**src/rtl/hack_alu_pipe.sv**
```systemverilog
// hack_alu_pipe: two-stage pipelined Hack ALU with valid/ready handshakes.
//
// The six-bit Hack control code {zx,nx,zy,ny,f,no} is decoded in stage 1, which
// registers the conditioned operands x' and y'. Stage 2 computes the result and the
// zr/ng/cy/ov flags. A sideband tag travels with each operation.
//
// Ports:
//   clk        rising-edge clock
//   rst        synchronous, active-high reset
//   in_valid   operands and control code present
//   in_ready   block can accept this cycle
//   a, b       x and y operands (WIDTH bits)
//   ctl        {zx,nx,zy,ny,f,no}
//   in_tag     sideband tag, returned unchanged with the result
//   out_valid  result and flags valid
//   out_ready  consumer accepts
//   out        result
//   out_tag    tag of this result
//   zr, ng     result is zero / result is negative
//   cy, ov     carry out / signed overflow of the x'+y' adder (0 when f=0)
module hack_alu_pipe #(
    parameter int unsigned WIDTH = 16,
    parameter int unsigned TAG_W = 4
) (
    input  logic             clk,
    input  logic             rst,
    input  logic             in_valid,
    output logic             in_ready,
    input  logic [WIDTH-1:0] a,
    input  logic [WIDTH-1:0] b,
    input  logic [5:0]       ctl,
    input  logic [TAG_W-1:0] in_tag,
    output logic             out_valid,
    input  logic             out_ready,
    output logic [WIDTH-1:0] out,
    output logic [TAG_W-1:0] out_tag,
    output logic             zr,
    output logic             ng,
    output logic             cy,
    output logic             ov
);

    // Stage 1 state
    logic             v1_q;
    logic [WIDTH-1:0] x_q;
    logic [WIDTH-1:0] y_q;
    logic             f_q;
    logic             no_q;
    logic [TAG_W-1:0] tag1_q;

    // Stage 2 state
    logic             v2_q;
    logic [WIDTH-1:0] out_q;
    logic [TAG_W-1:0] tag2_q;
    logic             zr_q;
    logic             ng_q;
    logic             cy_q;
    logic             ov_q;

    // Flow control and next-state values
    logic             adv1;
    logic             adv2;
    logic             ld1;
    logic             ld2;
    logic [WIDTH-1:0] x_d;
    logic [WIDTH-1:0] y_d;
    logic [WIDTH:0]   sum;
    logic [WIDTH-1:0] r_d;
    logic             cy_d;
    logic             ov_d;

    // A stage may advance when its downstream slot is empty or emptying this cycle.
    always_comb begin
        adv2 = ~v2_q | out_ready;
        adv1 = ~v1_q | adv2;
        ld1  = adv1 & in_valid;
        ld2  = adv2 & v1_q;
    end

    // Stage 1: zero then optionally invert each operand.
    always_comb begin
        x_d = ctl[5] ? '0 : a;
        if (ctl[4]) begin
            x_d = ~x_d;
        end
        y_d = ctl[3] ? '0 : b;
        if (ctl[2]) begin
            y_d = ~y_d;
        end
    end

    // Stage 2: add or AND, then optional output inversion. Carry and overflow describe
    // the adder only, so they are taken before the inversion and masked by f.
    always_comb begin
        sum  = {1'b0, x_q} + {1'b0, y_q};
        r_d  = f_q ? sum[WIDTH-1:0] : (x_q & y_q);
        if (no_q) begin
            r_d = ~r_d;
        end
        cy_d = f_q & sum[WIDTH];
        ov_d = f_q & (x_q[WIDTH-1] == y_q[WIDTH-1]) & (sum[WIDTH-1] != x_q[WIDTH-1]);
    end

    always_ff @(posedge clk) begin
        if (rst) begin
            v1_q   <= 1'b0;
            x_q    <= '0;
            y_q    <= '0;
            f_q    <= 1'b0;
            no_q   <= 1'b0;
            tag1_q <= '0;
            v2_q   <= 1'b0;
            out_q  <= '0;
            tag2_q <= '0;
            zr_q   <= 1'b0;
            ng_q   <= 1'b0;
            cy_q   <= 1'b0;
            ov_q   <= 1'b0;
        end else begin
            if (adv1) begin
                v1_q <= in_valid;
            end
            if (ld1) begin
                x_q    <= x_d;
                y_q    <= y_d;
                f_q    <= ctl[1];
                no_q   <= ctl[0];
                tag1_q <= in_tag;
            end
            if (adv2) begin
                v2_q <= v1_q;
            end
            if (ld2) begin
                out_q  <= r_d;
                tag2_q <= tag1_q;
                zr_q   <= (r_d == '0);
                ng_q   <= r_d[WIDTH-1];
                cy_q   <= cy_d;
                ov_q   <= ov_d;
            end
        end
    end

    assign in_ready  = adv1;
    assign out_valid = v2_q;
    assign out       = out_q;
    assign out_tag   = tag2_q;
    assign zr        = zr_q;
    assign ng        = ng_q;
    assign cy        = cy_q;
    assign ov        = ov_q;

endmodule

```
**config.mk**
```make
export PLATFORM = sky130hd
export DESIGN_NAME = hack_alu_pipe
export DESIGN_NICKNAME = d
export VERILOG_FILES = /design/src/rtl/hack_alu_pipe.sv
export SDC_FILE = /design/constraint.sdc
export NUM_CORES = 1
export LEC_CHECK = 0
export CAP_MARGIN = 20
export CORE_MARGIN = 10
export CORE_UTILIZATION = 54
export CTS_CLUSTER_DIAMETER = 100
export CTS_CLUSTER_SIZE = 20
export DETAILED_ROUTE_END_ITERATION = 10
export PLACE_DENSITY = 0.86
export SLEW_MARGIN = 20
export SYNTH_ARGS = -nofsm -noshare
export SYNTH_HDL_FRONTEND = slang
export SYNTH_SLANG_ARGS = --single-unit
```
**constraint.sdc**
```tcl
create_clock -name clk -period 9.6 [get_ports clk]
set_clock_uncertainty 0.15 [all_clocks]
set_input_delay 1.92 -clock clk [delete_from_list [all_inputs] [get_ports clk]]
set_output_delay 1.92 -clock clk [all_outputs]
set_load 0.005 [all_outputs]
```
==> reports/qor.tcl, run 1 <==
set qor(p_leak_nw) 1.775
set qor(routed_via_density) 5.376
set qor(synth_common_cells) {sky130_fd_sc_hd__dfxtp_1, sky130_fd_sc_hd__nand2_1, sky130_fd_sc_hd__xnor2_1, sky130_fd_sc_hd__nor2_1, sky130_fd_sc_hd__a21oi_1}
set qor(cts.repair_timing.setup_buffer_count) 0
set qor(area_contributors_post_synth) {sky130_fd_sc_hd__dfxtp_1, sky130_fd_sc_hd__xnor2_1, sky130_fd_sc_hd__a211oi_1}
set qor(critical_path.endpoint) {in_ready}
set qor(groute.layer.met2.usage_pct) 23.47
set qor(drtAntennaViolNets) 0
set qor(placement.io_buffers) 71
set qor(period_share_pct) 54.65
set qor(gr-total-overflow) 0
set qor(fin_worst_hold_slack_ns) 0.3040
set qor(setup.worst_path.end_class) {output port}
set qor(vdd_drop_max_mv) 0.07202
set qor(area.growth.synth_to_final_pct) 22.72
set qor(insertion_delay_ns) 0.35
set qor(critPathRequiredTime_ns) 7.53
set qor(postSynthRegisterBits) 63
set qor(r2r_setup_slack_ns) 6.15
set qor(tritoncts) {yes}
set qor(worstSetupPathType) {in -> out}
set qor(h-tree-depth) 3
set qor(total_via_count_after_detailed_routing) 3435
set qor(critical_path.most_common_cell) {sky130_fd_sc_hd__clkdlybuf4s50_1}
set qor(setup_repair_after_global_routing_missed_its_margin) {false}
set qor(drt_pre_antenna_iters) 5
set qor(met1_track_demand_over_resource_pct) 19.43
set qor(groute.layer.met3.usage_pct) 5.055
set qor(yosysSeqAreaShare_pct) 32.03
set qor(wl_per_cell_um) 13.71
set qor(max_clock_freq_mhz) 190.6
set qor(post_synth_instance_area_mm2) 0.003938
set qor(yosys.area.top_type_share_pct) 32.03
set qor(hold_violations) 0
set qor(core-area_mm2) 0.007176
set qor(track_usage_pct) 15.30
set qor(number_of_unique_standard_cell_types_used_by_synthesis) 56
set qor(die_width_um) 105.4
set qor(worst-endpoint-arrival_ns) 3.18
set qor(top_level_ports) 72
set qor(slew-limit-headroom_pct) 39.27
set qor(first_global_vias) 3175
set qor(yosys_most_used_dff) {sky130_fd_sc_hd__dfxtp_1}
set qor(post_route_insts_no_fill) 639
set qor(path_clk_slew_ns) 0.07
set qor(critPathBufInv) 2
set qor(post_route_cells_drive_above_1_share_pct) 5.741
set qor(post_cts.resized_instances) 0
set qor(root_buffer_cell) {sky130_fd_sc_hd__clkbuf_8}
set qor(r2r_start) {x_q[0]}
set qor(wire_length_of_the_first_global_routing_pass_um) 14610
set qor(remaining_drc_errors) 0
set qor(final.min_clock_period_ns) 5.246
set qor(final.setup.worst_slack_ns) 4.354
set qor(clock-sinks) 63
set qor(dp_wirelength_um) 6772
set qor(diodes) 0
set qor(pre_cts_ws_ns) 4.347
set qor(cap_viol_max_count) 0
set qor(overall_die_height_um) 105.4
set qor(r2r.worst_path.cells) 10
set qor(place.detailed.instances) 623
set qor(postSynth.asyncResetShare_pct) 0
set qor(tns_ns) 0
set qor(worst_setup_path_startpoint) {out_ready}
set qor(crit_path_max_incr_delay_ns) 0.47
set qor(detail_route.iter0.violations) 255
set qor(syn_area_per_cell_um2) 8.085
set qor(design.die.area_mm2) 0.01111
set qor(totalPowerFinal_uw) 680.1
set qor(finalWirelength_um) 8761
set qor(critical_path_s_top_delay_family) {buffers and inverters}
set qor(timing.critical_path.slowest_stage_cell) {sky130_fd_sc_hd__clkdlybuf4s50_1}
set qor(grt_antenna_before_repair) 0
set qor(initial_core_util_pct) 54.87
set qor(worst_setup_path_start_kind) {input port}
set qor(run_status) {complete, no violations}
set qor(r2r-end) {zr}
set qor(pin_count_of_the_biggest_net_entering_global_routing) 71
set qor(synth_nets) 550
set qor(gp_congestion) 0.8689
set qor(finish.net_count) 598
set qor(netlist_instances) 487
set qor(row_count) 31
set qor(yosysTopAreaCell) {sky130_fd_sc_hd__dfxtp_1}
set qor(synth_edf_count) 0
set qor(crit_cells) 4
set qor(cts-buffers-inserted) 9
set qor(gr-max-usage-layer) {met2}
set qor(postCtsHoldBufs) 0
set qor(cellPowerDensity_mw_per_mm2) 140.7
set qor(worst_margin_slew_ns) 0.9081
set qor(worst_hold_path_type) {reg -> reg}
set qor(cts_max_path_buffers) 2
set qor(setup_violations) 0
set qor(worstPathCellList) {clkdlybuf4s50_1, nor2b_1, nand2_1, clkdlybuf4s50_1}
set qor(crit_path_max_fanout) 5
set qor(ys.warnings.count) 0
set qor(slew_violations) 0
## logic make-up (layout without fill, tap and decap cells)
kind of cell | count (synthesis) | count (layout) | share of synthesized area [%]
adders and majority gates | 17 | 17 | 5.593
xor gates and xnor gates | 53 | 53 | 11.79
muxes | 11 | 11 | 3.114
buffers and inverters | 44 | 97 | 4.639
AOI/OAI and AO/OA | 121 | 121 | 21.23
DFF | 63 | 63 | 32.03
and+or+nand+nor | 178 | 178 | 21.61
## flip-flops by register name (all words and copies together) (netlist names)
register	flops
tag1_q	4
f_q	1
cy	1
no_q	1
x_q	16
zr	1
out	16
v1_q	1
y_q	16
out_valid	1
ov	1
out_tag	4
## cell usage in the layout (no fill, tap or decap), types with 3 or more instances in the layout
cell / count
sky130_fd_sc_hd__a2111o_1: 3
sky130_fd_sc_hd__a211o_1: 3
sky130_fd_sc_hd__a211oi_1: 35
sky130_fd_sc_hd__a21o_1: 7
sky130_fd_sc_hd__a21oi_1: 41
sky130_fd_sc_hd__a31oi_1: 3
sky130_fd_sc_hd__and3_1: 3
sky130_fd_sc_hd__buf_4: 3
sky130_fd_sc_hd__clkbuf_8: 9
sky130_fd_sc_hd__clkdlybuf4s50_1: 70
sky130_fd_sc_hd__dfxtp_1: 63
sky130_fd_sc_hd__ha_1: 16
sky130_fd_sc_hd__inv_1: 7
sky130_fd_sc_hd__mux2i_1: 7
sky130_fd_sc_hd__nand2_1: 63
sky130_fd_sc_hd__nand3_1: 7
sky130_fd_sc_hd__nand3b_1: 3
sky130_fd_sc_hd__nor2_1: 45
sky130_fd_sc_hd__nor2b_1: 35
sky130_fd_sc_hd__nor3b_1: 3
sky130_fd_sc_hd__o21a_1: 4
sky130_fd_sc_hd__o21ai_0: 4
sky130_fd_sc_hd__o221ai_1: 3
sky130_fd_sc_hd__o31ai_1: 3
sky130_fd_sc_hd__or3_1: 3
sky130_fd_sc_hd__or4_1: 3
sky130_fd_sc_hd__xnor2_1: 51
## worst min-delay path by stage
| stage | start | to | depth (start not counted) |
|---|---|---|---|
| 6_report | out_tag[1] | out_tag[1] | 2 |
| 5_1_grt | out_tag[1] | out_tag[1] | 2 |
| 4_1_cts | tag1_q[3] | out_tag[3] | 2 |
| 3_5_place_dp | tag1_q[3] | out_tag[3] | 2 |
| 3_3_place_gp | tag1_q[3] | out_tag[3] | 2 |
| 2_1_floorplan | tag1_q[0] | out_tag[0] | 2 |
## worst register-to-register path, delay by kind of cell, from the launching register on
family | cells | cell delay, ns
AOI/OAI and AO/OA | 4 | 0.95
adders and majority gates | 2 | 0.70
and+or+nand+nor | 3 | 0.96
muxes | 1 | 0.28
DFF | 1 | 0.31
## where the power goes
part           switching, mW  leakage [nW]  total [mW]  internal [mW]
clock                  0.107        0.0956       0.227          0.120
combinational         0.0823          1.16       0.164         0.0812
sequential            0.0112         0.519       0.289          0.278
## metrics by stage
| stage | util, % | cell area, µm² |
|---|---|---|
| after floorplan | - | 3938 |
| after global placement | 64.53 | 4631 |
| after detailed placement | 64.57 | 4633 |
| after CTS | 67.31 | 4830 |
| after global routing | 67.34 | 4832 |
| final | 67.34 | 4832 |
## per-layer routing
layer  wire, µm  vias up  share of wire [%]
met3        639        8                7.3
met4         80        0               0.91
met5          0        -                  0
met1       4138     1529                 47
met2       3903      107                 45
li1           -     1791                  -
## area by class of cell
type | count | area (µm²)
Tap cell | 99 | 123.9
Clock inverter | 7 | 72.57
Multi-Input combinational cell | 380 | 2497
Timing Repair Buffer | 73 | 723.2
Clock buffer | 9 | 123.9
Inverter | 8 | 30.03
Sequential cell | 63 | 1261
Fill cell | 594 | 2344
No activity file was read; power rests on OpenSTA's default activity.
==> run 2: changes to the inputs <==
- CORE_UTILIZATION: 54 -> 48
- PLACE_DENSITY: 0.86 -> 0.81
- clock period: 9.6 -> 4.2 ns (I/O delays scaled with it)
==> reports/qor.tcl, run 2 (synthesis gave the netlist of run 1 again) <==
set qor(wire_length_of_the_first_global_routing_pass_um) 15090 ;# was 14610 µm
set qor(hold_path_depth) 2 ;# unchanged
set qor(remaining_drc_errors) 0 ;# unchanged
set qor(tritoncts) {yes} ;# unchanged
set qor(power_frac_clock_pct) 36.7 ;# was 33.4%
set qor(setup_violations) 0 ;# unchanged
set qor(run_status) {complete, no violations} ;# unchanged
set qor(fillerInstances) 696 ;# was 594
set qor(totalPowerFinal_mw) 1.633 ;# was 680.1 µW
set qor(finalWirelength_um) 8739 ;# was 8761 µm
set qor(grt_antenna_before_repair) 0 ;# unchanged
set qor(p_leak_nw) 1.801 ;# was 1.775 nW
set qor(cts_max_path_buffers) 2 ;# unchanged
set qor(r2r_setup_slack_ns) 0.79 ;# was 6.15 ns
set qor(diodes) 0 ;# unchanged
set qor(setup.worst_path.end_class) {flip-flop} ;# was output port
set qor(r2r.worst_path.cells) 10 ;# unchanged
set qor(wl_per_cell_um) 13.57 ;# was 13.71 µm
set qor(worst_margin_slew_ns) 0.8967 ;# was 0.9081 ns
set qor(total_via_count_after_detailed_routing) 3428 ;# was 3435
set qor(net-switching-power_uw) 469.2 ;# was 200.8 µW
set qor(placement.io_buffers) 71 ;# unchanged
set qor(cts.repair_timing.setup_buffer_count) 0 ;# unchanged
set qor(pwr-share-comb_pct) 22.8 ;# was 24.0%
set qor(postCtsHoldBufs) 0 ;# unchanged
set qor(insertion_delay_ns) 0.34 ;# was 0.35 ns
set qor(worst_setup_path_start_kind) {flip-flop} ;# was input port
set qor(top_level_ports) 72 ;# unchanged
set qor(finish.net_count) 600 ;# was 598
set qor(drtAntennaViolNets) 0 ;# unchanged
set qor(fin_worst_hold_slack_ns) 0.3048 ;# was 0.3040 ns
set qor(die_width_um) 110.6 ;# was 105.4 µm
set qor(final.setup.worst_slack_ns) 0.7939 ;# was 4.354 ns
set qor(crit_path_max_fanout) 4 ;# was 5
set qor(post_route_cells_drive_above_1_share_pct) 5.904 ;# was 5.741%
set qor(gp_congestion) 0.8545 ;# was 0.8689
set qor(pin_count_of_the_biggest_net_entering_global_routing) 71 ;# unchanged
set qor(design.die.area_mm2) 0.01223 ;# was 0.01111 mm²
set qor(place.detailed.instances) 628 ;# was 623
set qor(track_usage_pct) 13.93 ;# was 15.30%
set qor(critPathBufInv) 0 ;# was 2
set qor(root_buffer_cell) {sky130_fd_sc_hd__clkbuf_8} ;# unchanged
set qor(post_cts.resized_instances) 0 ;# unchanged
set qor(mostFrequentLayoutCell) {sky130_fd_sc_hd__clkdlybuf4s50_1} ;# unchanged
set qor(crit_path_max_incr_delay_ns) 0.54 ;# was 0.47 ns
set qor(worst-endpoint-arrival_ns) 3.51 ;# was 3.18 ns
set qor(multi_input_area_mm2) 0.002495 ;# was 0.002497 mm²
set qor(overall_die_height_um) 110.6 ;# was 105.4 µm
set qor(holdPathEnd) {out_tag[0]} ;# was out_tag[1]
set qor(slew-limit-headroom_pct) 40.03 ;# was 39.27%
set qor(vdd_drop_max_mv) 0.2063 ;# was 0.07202 mV
set qor(worstSetupPathType) {reg -> reg} ;# was in -> out
set qor(detail_route.iter0.violations) 191 ;# was 255
set qor(max_clock_freq_mhz) 293.6
set qor(worst_hold_path_type) {reg -> reg} ;# unchanged
set qor(routed_via_density) 5.323 ;# was 5.376
set qor(drt_pre_antenna_iters) 4 ;# was 5
set qor(pre_cts_ws_ns) 0.8432 ;# was 4.347 ns
set qor(ff_latch_area_mm2) 0.001261 ;# unchanged
set qor(cellInternalPower_mw) 1.164 ;# was 479.3 µW
set qor(critical_path_s_top_delay_family) {simple AND/OR/NAND/NOR gates} ;# was buffers and inverters
set qor(worst_hold_startpoint) {tag1_q[0]} ;# was out_tag[1]
set qor(clock-sinks) 63 ;# unchanged
set qor(h-tree-depth) 3 ;# unchanged
set qor(switching_share_pct) 28.73 ;# was 29.53%
set qor(dp_wirelength_um) 6776 ;# was 6772 µm
set qor(r2r_start) {x_q[0]} ;# unchanged
set qor(area.growth.synth_to_final_pct) 23.96 ;# was 22.72%
set qor(layout.cells.most_common_list) {sky130_fd_sc_hd__clkdlybuf4s50_1, sky130_fd_sc_hd__nand2_1, sky130_fd_sc_hd__dfxtp_1, sky130_fd_sc_hd__xnor2_1, sky130_fd_sc_hd__nor2_1} ;# unchanged
set qor(gr-total-overflow) 0 ;# unchanged
set qor(cts-buffers-inserted) 9 ;# unchanged
set qor(critPathRequiredTime_ns) 4.31 ;# was 7.53 ns
set qor(path_clk_slew_ns) 0.08 ;# was 0.07 ns
set qor(sequentialPowerShare_pct) 40.6 ;# was 42.5%
set qor(slew_violations) 0 ;# unchanged
set qor(r2r-end) {zr} ;# unchanged
set qor(tns_ns) 0 ;# unchanged
set qor(worstPathCellList) {ha_1, fa_1, a211o_1, and4_1, nor2_1, a2111o_1, o221ai_1, or4_1, mux2_4, o31ai_2} ;# was clkdlybuf4s50_1, nor2b_1, nand2_1, clkdlybuf4s50_1
set qor(period_share_pct) 81.10
set qor(final.min_clock_period_ns) 3.406
set qor(initial_core_util_pct) 50.18 ;# was 54.87%
set qor(first_global_vias) 3254 ;# was 3175
set qor(cap_viol_max_count) 0 ;# unchanged
set qor(row_count) 32 ;# was 31
set qor(cellPowerDensity_mw_per_mm2) 334.6 ;# was 140.7 mW/mm²
set qor(timing.critical_path.slowest_stage_cell) {sky130_fd_sc_hd__or4_1} ;# was sky130_fd_sc_hd__clkdlybuf4s50_1
set qor(post_route_insts_no_fill) 644 ;# was 639
set qor(hold_violations) 0 ;# unchanged
set qor(setup_repair_after_global_routing_missed_its_margin) {false} ;# unchanged
set qor(core-area_mm2) 0.007848 ;# was 0.007176 mm²
run 2: worst max-delay path by stage:
stage	from	to	slack (ns)	cells after the start
floorplan	x_q[0]	zr	1.06	10
global placement	x_q[0]	zr	0.93	10
detailed placement	x_q[0]	zr	0.84	10
CTS	x_q[0]	zr	0.81	10
global route	x_q[0]	zr	0.59	10
finish	x_q[0]	zr	0.79	10
run 2: area by class of cell:
| type | instances | area share [%] |
|---|---|---|
| Multi-Input combinational cell | 380 | 51.12 |
| Sequential cell | 63 | 25.84 |
| Timing Repair Buffer | 75 | 15.12 |
| Tap cell | 102 | 2.615 |
| Clock buffer | 9 | 2.538 |
| Clock inverter | 7 | 2.153 |
| Inverter | 8 | 0.6152 |
run 2: layer usage:
layer  global-route usage, %  vias up  part of all wire, %
met2                   20.93       90                   43
li1                        -     1792                    -
met5                       0        -                    0
met3                   5.348        7                  6.5
met1                   18.26     1539                   50
met4                   3.282        0                 0.70
run 2: tightest hold or removal path, stage by stage, from the launching register on:
cell and delay (ns):
sky130_fd_sc_hd__dfxtp_1 0.31, sky130_fd_sc_hd__nand2_1 0.05, sky130_fd_sc_hd__a21oi_1 0.05
run 2: metrics by stage:
step | util, % | instance area, µm²
finish | 62.20 | 4881
global route | 62.20 | 4881
CTS | 62.17 | 4878
detailed placement | 59.25 | 4649
global placement | 59.25 | 4649
floorplan | - | 3938
run 2: power by group through the flow:
stage / clock network [mW] / logic, mW / registers [mW]
6_report: 0.599 / 0.372 / 0.662
5_1_grt: 0.642 / 0.414 / 0.667
4_1_cts: 0.608 / 0.374 / 0.663
3_5_place_dp: 0 / 0.371 / 0.676
3_3_place_gp: 0 / 0.366 / 0.674
2_1_floorplan: 0 / 0.270 / 0.667
